[src/rtl/piso_pkg.sv]
// piso_pkg: state encoding and sizing helper shared by piso_sched and rr_arbiter.
// Optional feature macro: PISO_SCHED_PARITY_EN (adds the PARITY state).
package piso_pkg;

    typedef enum logic [1:0] {
        StIdle   = 2'd0,
        StShift  = 2'd1,
`ifdef PISO_SCHED_PARITY_EN
        StParity = 2'd2,
`endif
        StGap    = 2'd3
    } state_t;

    // Width of a requester index; never narrower than one bit.
    function automatic int unsigned id_width(input int unsigned n);
        return (n > 1) ? $clog2(n) : 1;
    endfunction

endpackage

[src/rtl/rr_arbiter.sv]
// rr_arbiter: round-robin arbiter. The search starts one past the last granted
// requester and wraps; the pointer moves only when the caller signals advance.
module rr_arbiter
    import piso_pkg::*;
#(
    parameter int unsigned NUM_REQ = 4
) (
    input  logic                             clk,
    input  logic                             rst,
    input  logic [NUM_REQ-1:0]               req,
    input  logic                             advance,
    output logic [NUM_REQ-1:0]               grant,
    output logic [id_width(NUM_REQ)-1:0]     grant_idx
);

    localparam int unsigned ID_W = id_width(NUM_REQ);

    logic [ID_W-1:0] last_q;
    logic [ID_W-1:0] cand;
    logic            found;

    // Pick the first asserted request at offsets 1..NUM_REQ from last_q.
    always_comb begin
        grant     = '0;
        grant_idx = '0;
        found     = 1'b0;
        cand      = '0;
        for (int unsigned off = 1; off <= NUM_REQ; off++) begin
            cand = ID_W'((int'(last_q) + off) % NUM_REQ);
            if (!found && req[cand]) begin
                found       = 1'b1;
                grant[cand] = 1'b1;
                grant_idx   = cand;
            end
        end
    end

    // Pointer resets to the top index so requester 0 wins first.
    always_ff @(posedge clk) begin
        if (rst) begin
            last_q <= ID_W'(NUM_REQ - 1);
        end else if (advance) begin
            last_q <= grant_idx;
        end
    end

endmodule

[src/rtl/piso_sched.sv]
// piso_sched: round-robin scheduler feeding a shared MSB-first serializer.
// Words are taken from NUM_REQ requesters, shifted out one bit per ready
// handshake, and followed by GAP_CYCLES idle cycles.
// Optional feature macro: PISO_SCHED_PARITY_EN appends an even-parity bit.
module piso_sched
    import piso_pkg::*;
#(
    parameter int unsigned WIDTH      = 42,
    parameter int unsigned NUM_REQ    = 4,
    parameter int unsigned GAP_CYCLES = 3
) (
    input  logic                         clk,
    input  logic                         rst,
    input  logic [NUM_REQ-1:0]           req_valid,
    input  logic [NUM_REQ*WIDTH-1:0]     req_data,
    output logic [NUM_REQ-1:0]           req_ready,
    output logic                         ser_data,
    output logic                         ser_valid,
    input  logic                         ser_ready,
    output logic                         ser_first,
    output logic                         ser_last,
    output logic [id_width(NUM_REQ)-1:0] ser_id,
    output logic                         busy
);

    localparam int unsigned ID_W  = id_width(NUM_REQ);
    localparam int unsigned CNT_W = (WIDTH > 1) ? $clog2(WIDTH) : 1;
    localparam int unsigned GAP_W = (GAP_CYCLES > 1) ? $clog2(GAP_CYCLES) : 1;
    localparam state_t      POST_FRAME = (GAP_CYCLES > 0) ? StGap : StIdle;

    state_t             state_q, state_d;
    logic [WIDTH-1:0]   shreg_q, shreg_d;
    logic [CNT_W-1:0]   cnt_q, cnt_d;
    logic [ID_W-1:0]    id_q, id_d;
    logic [GAP_W-1:0]   gap_q, gap_d;
`ifdef PISO_SCHED_PARITY_EN
    logic               parity_q, parity_d;
`endif

    logic [NUM_REQ-1:0] grant;
    logic [ID_W-1:0]    grant_idx;
    logic [WIDTH-1:0]   word;
    logic               handshake;
    logic               last_bit;

    rr_arbiter #(
        .NUM_REQ (NUM_REQ)
    ) u_arb (
        .clk       (clk),
        .rst       (rst),
        .req       (req_valid),
        .advance   (handshake),
        .grant     (grant),
        .grant_idx (grant_idx)
    );

    // Select the winning requester's word with constant part-selects.
    always_comb begin
        word = '0;
        for (int unsigned i = 0; i < NUM_REQ; i++) begin
            if (grant_idx == ID_W'(i)) begin
                word = req_data[i*WIDTH +: WIDTH];
            end
        end
    end

    assign ser_id = id_q;

    // Next-state and output decode; reset masks every handshake and output.
    always_comb begin
        state_d   = state_q;
        shreg_d   = shreg_q;
        cnt_d     = cnt_q;
        id_d      = id_q;
        gap_d     = gap_q;
`ifdef PISO_SCHED_PARITY_EN
        parity_d  = parity_q;
`endif
        req_ready = '0;
        ser_valid = 1'b0;
        ser_data  = 1'b0;
        ser_first = 1'b0;
        ser_last  = 1'b0;
        busy      = 1'b1;
        handshake = 1'b0;
        last_bit  = 1'b0;

        unique case (state_q)
            StIdle: begin
                busy      = 1'b0;
                req_ready = grant;
                handshake = |(req_valid & grant);
                gap_d     = '0;
                if (handshake) begin
                    shreg_d  = word;
                    id_d     = grant_idx;
                    cnt_d    = '0;
`ifdef PISO_SCHED_PARITY_EN
                    parity_d = ^word;
`endif
                    state_d  = StShift;
                end
            end
            StShift: begin
                ser_valid = 1'b1;
                ser_data  = shreg_q[WIDTH-1];
                ser_first = (cnt_q == '0);
                last_bit  = (cnt_q == CNT_W'(WIDTH - 1));
`ifndef PISO_SCHED_PARITY_EN
                ser_last  = last_bit;
`endif
                if (ser_ready) begin
                    shreg_d = shreg_q << 1;
                    cnt_d   = cnt_q + CNT_W'(1);
                    if (last_bit) begin
                        cnt_d   = '0;
`ifdef PISO_SCHED_PARITY_EN
                        state_d = StParity;
`else
                        state_d = POST_FRAME;
`endif
                    end
                end
            end
`ifdef PISO_SCHED_PARITY_EN
            StParity: begin
                ser_valid = 1'b1;
                ser_data  = parity_q;
                ser_last  = 1'b1;
                if (ser_ready) begin
                    state_d = POST_FRAME;
                end
            end
`endif
            StGap: begin
                if (gap_q == GAP_W'(GAP_CYCLES - 1)) begin
                    state_d = StIdle;
                end else begin
                    gap_d = gap_q + GAP_W'(1);
                end
            end
            default: begin
                state_d = StIdle;
            end
        endcase

        if (rst) begin
            req_ready = '0;
            ser_valid = 1'b0;
            ser_data  = 1'b0;
            ser_first = 1'b0;
            ser_last  = 1'b0;
            busy      = 1'b0;
            handshake = 1'b0;
        end
    end

    // State register; reset abandons any word in flight.
    always_ff @(posedge clk) begin
        if (rst) begin
            state_q  <= StIdle;
            shreg_q  <= '0;
            cnt_q    <= '0;
            id_q     <= '0;
            gap_q    <= '0;
`ifdef PISO_SCHED_PARITY_EN
            parity_q <= 1'b0;
`endif
        end else begin
            state_q  <= state_d;
            shreg_q  <= shreg_d;
            cnt_q    <= cnt_d;
            id_q     <= id_d;
            gap_q    <= gap_d;
`ifdef PISO_SCHED_PARITY_EN
            parity_q <= parity_d;
`endif
        end
    end

endmodule

[config.mk]
export PLATFORM = sky130hd
export DESIGN_NAME = piso_sched
export DESIGN_NICKNAME = d
export VERILOG_FILES = /design/src/rtl/piso_pkg.sv /design/src/rtl/rr_arbiter.sv /design/src/rtl/piso_sched.sv
export SDC_FILE = /design/constraint.sdc
export NUM_CORES = 1
export LEC_CHECK = 0
export ABC_AREA = 1
export CORE_MARGIN = 2
export CORE_UTILIZATION = 45
export DETAILED_ROUTE_END_ITERATION = 10
export PLACE_DENSITY = 0.91
export SYNTH_ARGS = -nofsm -noshare
export SYNTH_HDL_FRONTEND = slang
export SYNTH_SLANG_ARGS = --single-unit
[constraint.sdc]
create_clock -name clk -period 3 [get_ports clk]
set_clock_uncertainty 0.15 [all_clocks]
set_input_delay 0.45 -clock clk [delete_from_list [all_inputs] [get_ports clk]]
set_output_delay 0.45 -clock clk [all_outputs]
set_load 0.01 [all_outputs]
==> flow_metrics.py <==
metrics = {
    "synth": {
        "synth_top_family_by_area": "simple AND/OR/NAND/NOR gates",
        "synth_mux_area_frac": 0,
        "asyncSetResetFlopFracSynth": 0,
        "synth.yosys.warnings": 0,
        "synthCells": 853,
        "synthAdderAreaFrac": 0.0317,
        "synthSimpleGateAreaFrac": 0.537,
        "mappedNetlistArea_sq_mm": 0.00474,
        "synth-seq-area-share": 0.237,
        "yosys.cell_types.count": 32,
        "ys_dominant_reg_cell": "sky130_fd_sc_hd__dfxtp_1",
        "synth-edff-count": 0,
        "syn_avg_cell_area_sq_um": 5.56,
        "synth_xor_xnor_area_share": 0.00554,
        "compound_cell_area_share_of_the_yosys_netlist": 0.0739,
        "number_of_flip_flops_and_latches_in_the_synthesized_netlist": 56,
        "synth_nets": 1040,
    },
    "cells_and_area": {
        "syn2layout_area_growth_pct": 46.5,
        "post_route_cells_drive_above_1_share": 0.0629,
        "seqCellArea_sq_mm": 0.00112,
        "insertedDiodeCount": 0,
        "num-nets-final": 1204,
        "final_cells": 1154,
        "combined_area_of_the_multi_input_logic_cells_sq_mm": 0.00313,
        "nFillCells": 938,
    },
    "critical_path": {
        "critPathArrivalTime_ns": 2.15,
        "critPathKind": "in2out",
        "max_stage_delay_ns": 0.53,
        "cp-end-kind": "output port",
        "largest_fanout_of_any_net_on_the_critical_path": 4,
        "critPathRequiredTime_ns": 2.40,
        "crit_path_frequent_cell": "sky130_fd_sc_hd__inv_1",
        "crit_family": "buffers and inverters",
        "timing.critical_path.cells": "clkdlybuf4s50_1 -> inv_1 -> nand2_1 -> nand3_2 -> nand2_4 -> buf_4 -> inv_2 -> nand3_1 -> nand4_1 -> inv_1 -> nor2_1 -> dlygate4sd2_1",
        "cp.buffers_inverters": 6,
        "critical_path.startpoint_type": "input port",
        "critical_path.slowest_cell": "sky130_fd_sc_hd__clkdlybuf4s50_1",
    },
    "sta": {
        "final_min_period_over_clock_period": 0.918,
        "post-route-worst-setup-slack_ns": 0.245,
        "rsz0062_at_grt": "false",
        "timing.final.max_slew_violations": 0,
        "hold_viol": 0,
        "finalWorstPathRequiredPeriod_ns": 2.75,
        "setup_tns_ns": 0,
        "fin_hold_ws_ns": 0.322,
        "maxSlewHeadroom": 0.476,
        "setup_viol": 0,
        "worst_pin_slew_ns": 0.785,
        "maxClockFrequency_mhz": 363,
    },
    "route": {
        "post-route-drc-count": 0,
        "totalWireLength_um": 15300,
        "drt_first_iter_violations": 440,
        "met3WireLength_um": 1030,
        "vias": 6032,
        "highest-signal-layer": "met4",
        "detail-route-antenna-nets": 0,
        "drtPass1Iterations": 4,
        "wl_met2_um": 7950,
        "post_drt_wl_per_cell_um": 13.3,
        "length_of_routed_wiring_on_met1_um": 6130,
        "routed_via_density": 5.23,
    },
    "grt": {
        "track_usage": 0.257,
        "global_route.overflow_total": 0,
        "first_pass_grt_wire_length_um": 24700,
        "maximum_number_of_pins_on_one_net_before_global_route_repair": 83,
        "via_count_of_the_first_global_routing_pass": 5704,
        "grt_antenna_before_repair": 0,
    },
    "floorplanning": {
        "fp.dieW_um": 107,
        "dieHeight_um": 107,
        "ports": 186,
        "core_region_area_sq_mm": 0.0103,
        "starting_density_of_the_core": 0.461,
        "num_rows": 37,
        "fp.dieArea_sq_mm": 0.0114,
    },
    "pwr": {
        "leakage_nw": 3.19,
        "pwr_density_cell_mw_per_mm2": 1050,
        "max-vdd-ir-drop_mv": 0.490,
        "p_total_mw": 7.32,
    },
    "clock_network": {
        "ctsRootBufferMaster": "sky130_fd_sc_hd__clkbuf_8",
        "post_cts_buffers": 0,
        "clkTransAtPathRegs_ns": 0.10,
        "cts_tree": "yes",
        "cts_htree_levels": 2,
        "insertion_delay_of_the_later_clocked_pin_in_the_worst_skew_pair_ns": 0.32,
        "clock_path_buffers": 2,
        "numCtsBuffers": 5,
        "cts.sink_count": 56,
    },
    "place": {
        "place_ws_ns": -0.139,
        "port_buffers": 185,
        "routabilityCongestion": 0.917,
        "placed_cells": 1145,
        "dpl.hpwl_um": 11100,
    },
    "min_path": {
        "hold_class": "reg2reg",
    },
    "flow_run": {
        "cap_viol_max_count": 0,
    },
    "run_status": {
        "run_status": "complete, no violations",
    },
}
## state kept, by name, summed over array words and instances (netlist names)
| signal | cells |
|---|---|
| cnt_q | 6 |
| gap_q | 2 |
| ser_id | 2 |
| shreg_q | 42 |
| state_q | 2 |
| u_arb.last_q | 2 |
## cell usage after synthesis, types with 2 or more instances
cell                       instances  area [sq um]
sky130_fd_sc_hd__o21ai_1           2          10.0
sky130_fd_sc_hd__nand4_1          50           313
sky130_fd_sc_hd__nand2_4           4          45.0
sky130_fd_sc_hd__buf_6             3          33.8
sky130_fd_sc_hd__o211ai_1          2          15.0
sky130_fd_sc_hd__nor3_1            4          20.0
sky130_fd_sc_hd__nor2_1          146           548
sky130_fd_sc_hd__nand2_2           4          25.0
sky130_fd_sc_hd__dfxtp_1          56          1120
sky130_fd_sc_hd__nand3_2           2          20.0
sky130_fd_sc_hd__clkbuf_1         26          97.6
sky130_fd_sc_hd__a21oi_1          48           240
sky130_fd_sc_hd__buf_1             5          18.8
sky130_fd_sc_hd__ha_1             12           150
sky130_fd_sc_hd__nor4_1            2          12.5
sky130_fd_sc_hd__nand3_1         101           505
sky130_fd_sc_hd__inv_2             4          15.0
sky130_fd_sc_hd__buf_2            20           100
sky130_fd_sc_hd__o21ai_0           7          35.0
sky130_fd_sc_hd__nand2_1         263           987
sky130_fd_sc_hd__inv_1            71           267
sky130_fd_sc_hd__xor2_1            3          26.3
sky130_fd_sc_hd__nor2_2            3          18.8
sky130_fd_sc_hd__nor2_4            3          33.8
sky130_fd_sc_hd__or2_2             3          18.8
sky130_fd_sc_hd__a31oi_1           3          18.8
## area by class of cell
| type | count | share of cell area |
|---|---|---|
| Clock buffer | 5 | 0.00991 |
| Sequential cell | 56 | 0.162 |
| Clock inverter | 3 | 0.00685 |
| Timing Repair Buffer | 210 | 0.304 |
| Tap cell | 136 | 0.0245 |
| Multi-Input combinational cell | 667 | 0.451 |
| Inverter | 77 | 0.0423 |
## placed cells by master (no fill, tap or decap), types with 5 or more instances in the layout
cell type	netlist	final
sky130_fd_sc_hd__inv_1	71	71
sky130_fd_sc_hd__nor2_4	3	9
sky130_fd_sc_hd__clkbuf_8	0	5
sky130_fd_sc_hd__ha_1	12	11
sky130_fd_sc_hd__clkdlybuf4s50_1	0	181
sky130_fd_sc_hd__nand4_1	50	50
sky130_fd_sc_hd__buf_4	0	20
sky130_fd_sc_hd__nand3_1	101	100
sky130_fd_sc_hd__nand2_1	263	263
sky130_fd_sc_hd__a21oi_1	48	48
sky130_fd_sc_hd__nor2_1	146	144
sky130_fd_sc_hd__o21ai_0	7	7
sky130_fd_sc_hd__buf_12	0	5
sky130_fd_sc_hd__dfxtp_1	56	55
## metal layers
metal	GRT usage	vias up
li1	-	3051
met1	0.289	2756
met2	0.492	202
met3	0.0480	23
met4	0.0686	0
met5	0	-
## report_power, final
part	switching [mW]	internal, mW
Combinational	3.52	2.16
Sequential	0.122	0.999
Clock	0.272	0.252
Total	3.91	3.41
## worst min-delay path, delay by kind of cell, from the launching register on
kind	cells	cell delay (ns)
flops	1	0.33
compound gates	1	0.05
simple gates	1	0.06
## logic make-up after synthesis
kind of cell | Yosys count
compound gates | 66
xor+xnor | 3
fa+ha+maj | 12
buf+inv | 131
flops | 56
simple gates | 585
## per-stage QoR
step / area (sq um) / utilization
floorplan: 4740 / -
global placement: 6790 / 0.660
detailed placement: 6790 / 0.660
CTS: 6930 / 0.674
global route: 6940 / 0.676
finish: 6940 / 0.676
## timing repair
| item | CTS | global route |
|---|---|---|
| pin swaps | 0 | 1 |
| hold buffers | 0 | 0 |
| endpoints found under the hold margin | 0 | 0 |
| setup endpoints to repair | 4 | 35 |
| gates resized for setup | 5 | 4 |
| gates cloned | 0 | 1 |
## path summary, 6_finish.rpt
kind | end | slack [ns] | depth (start not counted) | start
worst max register to register | shreg_q[5]$_SDFFE_PP0P_ | 0.31 | 16 | u_arb.last_q[0]$_SDFFE_PP1P_
worst max-delay path | req_ready[0] | 0.25 | 12 | req_valid[3]
worst min-delay path | cnt_q[4]$_SDFFE_PP0P_ | 0.32 | 2 | cnt_q[4]$_SDFFE_PP0P_
worst min register to register | cnt_q[4]$_SDFFE_PP0P_ | 0.32 | 2 | cnt_q[4]$_SDFFE_PP0P_
No activity file was read; power rests on OpenSTA's default activity.
